<file path="src/rtl/uart_rx_fifo_ctrl_pkg.sv">
// Shared types and constants for the UART receive FIFO controller: entry layout,
// trigger-level encodings, sticky line-status flags and the character-timeout limit.
package uart_rx_fifo_ctrl_pkg;

  localparam int ENTRY_W         = 11;
  localparam int PE_BIT          = 8;
  localparam int FE_BIT          = 9;
  localparam int BRK_BIT         = 10;
  localparam int TOUT_PER_BIT    = 64;
  localparam int FRAME_BITS_BASE = 7;  // start + 5 data + 1 stop

  typedef enum logic [1:0] {
    TRIG_1  = 2'd0,
    TRIG_4  = 2'd1,
    TRIG_8  = 2'd2,
    TRIG_14 = 2'd3
  } trig_e;

  typedef struct packed {
    logic       brk;
    logic       fe;
    logic       pe;
    logic [7:0] dat;
  } entry_t;

  typedef struct packed {
    logic ovr;
    logic pe;
    logic fe;
    logic brk;
  } lsr_t;

  function automatic logic [4:0] trig_threshold(input trig_e lvl);
    case (lvl)
      TRIG_1:  return 5'd1;
      TRIG_4:  return 5'd4;
      TRIG_8:  return 5'd8;
      default: return 5'd14;
    endcase
  endfunction

  // Character timeout in 16x ticks: four character times of the configured frame.
  function automatic logic [9:0] timeout_limit(input logic [5:0] cr);
    logic [3:0] frame_bits;
    frame_bits = 4'(FRAME_BITS_BASE) + {2'b00, cr[1:0]} + {3'b000, cr[3]} + {3'b000, cr[2]};
    return 10'(frame_bits) * 10'(TOUT_PER_BIT);
  endfunction

endpackage

</file>
<file path="src/rtl/uart_rx_fifo_ctrl_sync_fifo.sv">
// Show-ahead synchronous FIFO: head visible the cycle after the push, pop takes effect at the edge.
// Guards itself against push when full (unless popping) and pop when empty; clr has priority.
module sync_fifo_sa #(
  parameter int WIDTH      = 11,
  parameter int DEPTH_LOG2 = 4,
  parameter int TAG_LSB    = 8,
  localparam int DEPTH     = 1 << DEPTH_LOG2
) (
  input  logic                  clk,
  input  logic                  rst_n,
  input  logic                  clr_i,
  input  logic                  push_i,
  input  logic                  pop_i,
  input  logic [WIDTH-1:0]      wdat_i,
  output logic [WIDTH-1:0]      rdat_o,
  output logic [DEPTH_LOG2:0]   count_o,
  output logic [DEPTH-1:0]      valid_o,
  output logic [DEPTH-1:0]      tag_o,
  output logic                  full_o,
  output logic                  empty_o
);

  localparam int PTR_W = DEPTH_LOG2;
  localparam int CNT_W = DEPTH_LOG2 + 1;

  logic [WIDTH-1:0] mem_q [DEPTH];
  logic [PTR_W-1:0] wr_ptr_q, wr_ptr_d, rd_ptr_q, rd_ptr_d;
  logic [CNT_W-1:0] count_q, count_d;
  logic [DEPTH-1:0] valid_q, valid_d;
  logic             do_push, do_pop;

  assign full_o  = (count_q == CNT_W'(DEPTH));
  assign empty_o = (count_q == '0);
  assign do_pop  = pop_i & ~empty_o & ~clr_i;
  assign do_push = push_i & (~full_o | do_pop) & ~clr_i;

  always_comb begin
    wr_ptr_d = wr_ptr_q;
    rd_ptr_d = rd_ptr_q;
    count_d  = count_q;
    valid_d  = valid_q;
    if (do_pop) begin
      rd_ptr_d          = rd_ptr_q + PTR_W'(1);
      valid_d[rd_ptr_q] = 1'b0;
    end
    // Push after pop so a full-FIFO push/pop on the same slot leaves it valid.
    if (do_push) begin
      wr_ptr_d          = wr_ptr_q + PTR_W'(1);
      valid_d[wr_ptr_q] = 1'b1;
    end
    case ({do_push, do_pop})
      2'b10:   count_d = count_q + CNT_W'(1);
      2'b01:   count_d = count_q - CNT_W'(1);
      default: count_d = count_q;
    endcase
    if (clr_i) begin
      wr_ptr_d = '0;
      rd_ptr_d = '0;
      count_d  = '0;
      valid_d  = '0;
    end
  end

  always_ff @(posedge clk) begin
    if (!rst_n) begin
      wr_ptr_q <= '0;
      rd_ptr_q <= '0;
      count_q  <= '0;
      valid_q  <= '0;
    end else begin
      wr_ptr_q <= wr_ptr_d;
      rd_ptr_q <= rd_ptr_d;
      count_q  <= count_d;
      valid_q  <= valid_d;
    end
  end

  always_ff @(posedge clk) begin
    if (do_push) mem_q[wr_ptr_q] <= wdat_i;
  end

  for (genvar i = 0; i < DEPTH; i++) begin : g_tag
    assign tag_o[i] = |mem_q[i][WIDTH-1:TAG_LSB];
  end

  assign rdat_o  = empty_o ? '0 : mem_q[rd_ptr_q];
  assign count_o = count_q;
  assign valid_o = valid_q;

endmodule

</file>
<file path="src/rtl/uart_rx_fifo_ctrl.sv">
// Receive-side UART controller: tagged RX FIFO, sticky line status, timeout and RX interrupts.
// Push visible next cycle; fifoFull backpressures the receiver; interrupts are registered (+1 cycle).
module uart_rx_fifo_ctrl
  import uart_rx_fifo_ctrl_pkg::*;
#(
  parameter int DEPTH_LOG2 = 4
) (
  input  logic                  clock,
  input  logic                  reset,
  input  logic                  baudRateX16Tick,
  input  logic [5:0]            controlReg,
  input  logic                  fifoEnable,
  input  logic                  fifoClear,
  input  logic [1:0]            triggerLevel,
  input  logic                  rxWe,
  input  logic [7:0]            rxData,
  input  logic                  rxFrameError,
  input  logic                  rxParityError,
  input  logic                  rxBreak,
  input  logic                  rxOverrun,
  output logic                  fifoFull,
  input  logic                  readPop,
  input  logic                  lsrRead,
  output logic [7:0]            headData,
  output logic                  dataReady,
  output logic [DEPTH_LOG2:0]   fillLevel,
  output logic                  lsrOverrun,
  output logic                  lsrParity,
  output logic                  lsrFrame,
  output logic                  lsrBreak,
  output logic                  fifoErr,
  output logic                  irqRxData,
  output logic                  irqLineStatus
);

  localparam int DEPTH = 1 << DEPTH_LOG2;
  localparam int CNT_W = DEPTH_LOG2 + 1;

  logic [ENTRY_W-1:0] fifo_rdat;
  logic [CNT_W-1:0]   fifo_count;
  logic [DEPTH-1:0]   fifo_valid, fifo_tag;
  logic               fifo_full, fifo_empty;
  entry_t             wr_entry, head;
  logic               flush, do_push, do_pop;
  logic [CNT_W-1:0]   thr;
  logic [9:0]         tout_limit;
  logic               timeout;

  logic               fifo_en_q, ovr_prev_q, arr_q, arr_d, irq_q, irq_d;
  logic [9:0]         tout_cnt_q, tout_cnt_d;
  lsr_t               sticky_q, sticky_d, lsr_set;

  // Dropping fifoEnable flushes; while it stays low the FIFO runs with capacity one.
  assign flush    = fifoClear | (fifo_en_q & ~fifoEnable);
  assign fifoFull = fifoEnable ? fifo_full : ~fifo_empty;
  assign do_pop   = readPop & ~fifo_empty & ~flush;
  assign do_push  = rxWe & (~fifoFull | do_pop) & ~flush;

  assign wr_entry = '{brk: rxBreak, fe: rxFrameError, pe: rxParityError, dat: rxData};

  sync_fifo_sa #(
    .WIDTH      (ENTRY_W),
    .DEPTH_LOG2 (DEPTH_LOG2),
    .TAG_LSB    (PE_BIT)
  ) u_fifo (
    .clk     (clock),
    .rst_n   (reset),
    .clr_i   (flush),
    .push_i  (do_push),
    .pop_i   (do_pop),
    .wdat_i  (wr_entry),
    .rdat_o  (fifo_rdat),
    .count_o (fifo_count),
    .valid_o (fifo_valid),
    .tag_o   (fifo_tag),
    .full_o  (fifo_full),
    .empty_o (fifo_empty)
  );

  assign head = entry_t'(fifo_rdat);

  // arr_q marks the first cycle a new entry sits at the head, so error tags set the
  // sticky bits once per entry and an lsrRead is not undone by a lingering head.
  assign arr_d = ~flush & ((do_pop & ((fifo_count > CNT_W'(1)) | do_push)) |
                           (do_push & fifo_empty));

  always_comb begin
    lsr_set     = '0;
    lsr_set.ovr = rxOverrun & ~ovr_prev_q;
    lsr_set.pe  = arr_q & head.pe;
    lsr_set.fe  = arr_q & head.fe;
    lsr_set.brk = arr_q & head.brk;
    sticky_d    = lsr_t'(lsr_set | (lsrRead ? lsr_t'('0) : sticky_q));
  end

  assign tout_limit = timeout_limit(controlReg);
  assign timeout    = ~fifo_empty & (tout_cnt_q >= tout_limit);

  always_comb begin
    tout_cnt_d = tout_cnt_q;
    if (flush | do_push | do_pop | fifo_empty) begin
      tout_cnt_d = '0;
    end else if (tout_cnt_q < tout_limit && baudRateX16Tick) begin
      tout_cnt_d = tout_cnt_q + 10'd1;
    end
  end

  assign thr   = fifoEnable ? CNT_W'(trig_threshold(trig_e'(triggerLevel))) : CNT_W'(1);
  assign irq_d = (fifo_count >= thr) | timeout;

  always_ff @(posedge clock) begin
    if (!reset) begin
      fifo_en_q  <= 1'b0;
      ovr_prev_q <= 1'b0;
      arr_q      <= 1'b0;
      irq_q      <= 1'b0;
      tout_cnt_q <= '0;
      sticky_q   <= '0;
    end else begin
      fifo_en_q  <= fifoEnable;
      ovr_prev_q <= rxOverrun;
      arr_q      <= arr_d;
      irq_q      <= irq_d;
      tout_cnt_q <= tout_cnt_d;
      sticky_q   <= sticky_d;
    end
  end

  assign headData      = head.dat;
  assign dataReady     = ~fifo_empty;
  assign fillLevel     = fifo_count;
  assign lsrOverrun    = sticky_q.ovr;
  assign lsrParity     = sticky_q.pe;
  assign lsrFrame      = sticky_q.fe;
  assign lsrBreak      = sticky_q.brk;
  assign irqLineStatus = |sticky_q;
  assign fifoErr       = |(fifo_valid & fifo_tag);
  assign irqRxData     = irq_q;

endmodule

</file>
<file path="config.mk">
export PLATFORM = sky130hd
export DESIGN_NAME = uart_rx_fifo_ctrl
export DESIGN_NICKNAME = d
export VERILOG_FILES = /design/src/rtl/uart_rx_fifo_ctrl_pkg.sv /design/src/rtl/uart_rx_fifo_ctrl_sync_fifo.sv /design/src/rtl/uart_rx_fifo_ctrl.sv
export SDC_FILE = /design/constraint.sdc
export NUM_CORES = 1
export LEC_CHECK = 0
export ABC_AREA = 1
export CAP_MARGIN = 20
export CORE_ASPECT_RATIO = 1.5
export CORE_MARGIN = 2
export CORE_UTILIZATION = 54
export DETAILED_ROUTE_END_ITERATION = 10
export PLACE_DENSITY = 0.75
export REMOVE_ABC_BUFFERS = 1
export SETUP_SLACK_MARGIN = 0.5
export SYNTH_ARGS = -nofsm -noshare
export SYNTH_HDL_FRONTEND = slang
export SYNTH_HIERARCHICAL = 1
export SYNTH_SLANG_ARGS = --single-unit
export TNS_END_PERCENT = 100
</file>
<file path="constraint.sdc">
create_clock -name clock -period 3 [get_ports clock]
set_input_delay 0.6 -clock clock [delete_from_list [all_inputs] [get_ports clock]]
set_output_delay 0.6 -clock clock [all_outputs]
set_load 0.02 [all_outputs]
</file>
==> flow_metrics.tcl <==
set metrics [dict create \
    status "finished, final reports clean" \
    power_density_nw_per_um2 473 \
    core-area_um2 19000 \
    numPortBuffers 47 \
    ant_nets 0 \
    vdd.ir_drop.worst_v 0.000396 \
    cp_max_fo 4 \
    fin_crit_ns 2.62 \
    post-dp-hpwl_um 15800 \
    hp-class "reg -> reg" \
    grt_pass1_wl_um 38300 \
    finalSetupTns_ns 0 \
    final_common_cell "nand2_1" \
    wl_per_cell_um 18.5 \
    async_flop_share_pct 0 \
    synth_top_area_cell "edfxtp_1" \
    initial_core_util_pct 54.6 \
    ys_ff_latch 227 \
    nets 1279 \
    die_h_um 174 \
    antenna_found_initial 0 \
    grt_max_degree 28 \
    yosysTopAreaCellShare_pct 51.0 \
    drc_errors 0 \
    clk-insertion-delay-late_ns 0.50 \
    yosys_warnings 6 \
    areaGrowthSynthToFinish_pct 30.0 \
    cpPeakStageDelay_ns 0.35 \
    synth_cells 1079 \
    cts_tree "yes" \
    period_share_pct 87.3 \
    clock_path_buffers 3 \
    hold_violations 0 \
    clockRootBuffer "clkbuf_16" \
    grt_pass1_vias 7659 \
    ys_types 36 \
    slew_violations 0 \
    synth_edf_count 176 \
    die_w_um 117 \
    critical-path-slowest-cell "dfxtp_2" \
    critPathArrivalTime_ns 3.04 \
    ys_seq_area_share_pct 60.8 \
    cts-buffers-inserted 21 \
    fmax_mhz 382 \
    synth_ff_type "edfxtp_1" \
    io_pins 50 \
    grt.total_usage_pct 24.2 \
    skew_ns 0.0149 \
    cts.sinks 227 \
    max_cap_viol_count 0 \
    drtIter0Drc 583 \
    syn-mean-instance-area_um2 9.61 \
    dr_total_vias 8424 \
    grt_overflow 0 \
    p_leak_nw 5.34 \
    crit_path_frequent_cell "inv_2" \
    final_cell_mix "nand2_1, edfxtp_1, nand3_1" \
    setup_viol 0 \
    drt-vias-per-instance 5.63 \
    drtPass1Iterations 5 \
    path_clk_slew_ns 0.07 \
    worst_pin_slew_ns 0.635 \
    path_cells "nor2_2, nand4_1, inv_2, nor2_1, nand3_1, inv_2, inv_2, o211ai_2, nand2_2, nor2_4, inv_2, ha_4, xor2_2, ha_2, inv_2, nand2_2, nand3_2, nand2_1, nand2_1, nand2_1, nand2_1, a21oi_1" \
    die-area_um2 20300 \
    crit_required_ns 3.42 \
    antennaDiodeCount 0 \
    critical_path_class "reg -> reg" \
    synth_area_um2 10400 \
    drive_above_1_share_pct 25.7 \
    routabilityCongestion 0.860 \
    end_kind "flip-flop" \
    path_buf_inv 5 \
    core.rowCount 62 \
    worstSetupStartpointType "flip-flop" \
    crit_family "simple AND/OR/NAND/NOR gates" \
    rsz0062_at_grt "true" \
    synth.area.top_cells "edfxtp_1, nand2_1, dfxtp_1, nand3_1, inv_1" \
    cts_max_level 1 \
    wl_um 27700 \
    max_slew_margin_pct 57.5 \
    fin_util_pct 70.9 \
]
==> layout make-up <==
cell class / count / area [um2]
Sequential cell: 227 / 6320
Fill cell: 1317 / 5530
Multi-Input combinational cell: 711 / 3970
Timing Repair Buffer: 167 / 1790
Clock buffer: 27 / 548
Inverter: 94 / 374
Tap cell: 256 / 320
Clock inverter: 10 / 128
Timing Repair inverter: 3 / 37.5
==> flip-flops by register name, indices dropped and copies added (netlist names), named ones only <==
register	cells
u_fifo/rd_ptr_q	4
ovr_prev_q	1
arr_q	1
lsrBreak	1
fifo_en_q	1
u_fifo/count_o	5
u_fifo/valid_o	16
irqRxData	1
lsrParity	1
lsrFrame	1
u_fifo/wr_ptr_q	4
u_fifo/mem_q	176
lsrOverrun	1
tout_cnt_q	10
==> worst reg2reg max path: stages, from the launching register on <==
cell and delay [ns]:
dfxtp_2 0.35, nor2_2 0.05, nand4_1 0.12, inv_2 0.08
nor2_1 0.09, nand3_1 0.15, inv_2 0.10, inv_2 0.04
o211ai_2 0.21, nand2_2 0.11, nor2_4 0.13, inv_2 0.06
ha_4 0.18, xor2_2 0.15, ha_2 0.20, inv_2 0.04
nand2_2 0.07, nand3_2 0.08, nand2_1 0.07, nand2_1 0.04
nand2_1 0.05, nand2_1 0.05, a21oi_1 0.12
==> cells in the mapped netlist, types with 3 or more instances <==
library cell and number:
a21oi_1 57, buf_2 22, buf_4 4, buf_6 8, clkbuf_1 11, dfxtp_1 51, edfxtp_1 176, ha_1 25
inv_1 88, inv_2 4, nand2_1 333, nand2_2 3, nand3_1 148, nand4_1 29, nor2_1 48, o21ai_0 27
o21ai_1 6, or3_1 10, xor2_1 7
==> cell families after synthesis <==
group                      after synthesis  share of synthesized area (%)
and+or+nand+nor                        580                           24.3
DFF                                    227                           60.8
buffers and inverters                  141                           6.11
AOI/OAI and AO/OA                       96                           4.83
adders and majority gates               26                           3.21
xor gates and xnor gates                 9                          0.760
==> repair_timing <==
item	in CTS	in global routing
gates cloned	5	13
hold buffers	0	0
pin swaps	22	64
resized for setup	105	144
setup endpoints to repair	26	21
buffers inserted	10	31
==> power by group <==
group	total [W]	leakage (nW)	internal [W]	switching, W
clock network	0.00268	0.324	0.00155	0.00113
logic	0.000298	3.02	0.000124	0.000174
registers	0.00340	2.00	0.00339	0.00000645
total	0.00638	5.34	0.00507	0.00131
==> metrics by stage <==
stage	worst slack, ns	cells	power [W]	hold slack, ns	cell area (um2)
3_5_place_dp	-0.365	1399	0.00373	0.420	11400
2_1_floorplan	-1.31	1032	0.00358	0.408	10100
4_1_cts	0.454	1451	0.00636	0.428	12400
3_3_place_gp	-0.278	1399	0.00372	0.413	11400
6_report	0.382	1495	0.00638	0.423	13500
5_1_grt	0.187	1495	0.00655	0.432	13500
==> path summary, 6_finish.rpt <==
kind / from / endpoint / slack, ns / cells past startpoint
worst max register to register: u_fifo/count_o[0] / u_fifo/count_o[4] / 0.38 / 22
worst max-delay path: u_fifo/count_o[0] / u_fifo/count_o[4] / 0.38 / 22
worst min-delay path: ovr_prev_q / lsrOverrun / 0.42 / 1
worst min register to register: ovr_prev_q / lsrOverrun / 0.42 / 1
==> layer usage <==
metal | GRT usage (%) | share of wire (%) | wire, um | up-vias
li1 | - | - | - | 3948
met1 | 27.4 | 34 | 9500 | 4027
met2 | 45.6 | 56 | 15600 | 360
met3 | 3.15 | 5.5 | 1530 | 89
met4 | 8.14 | 3.9 | 1080 | 0
met5 | 0 | 0 | 0 | -
No activity file was read; power rests on OpenSTA's default activity.
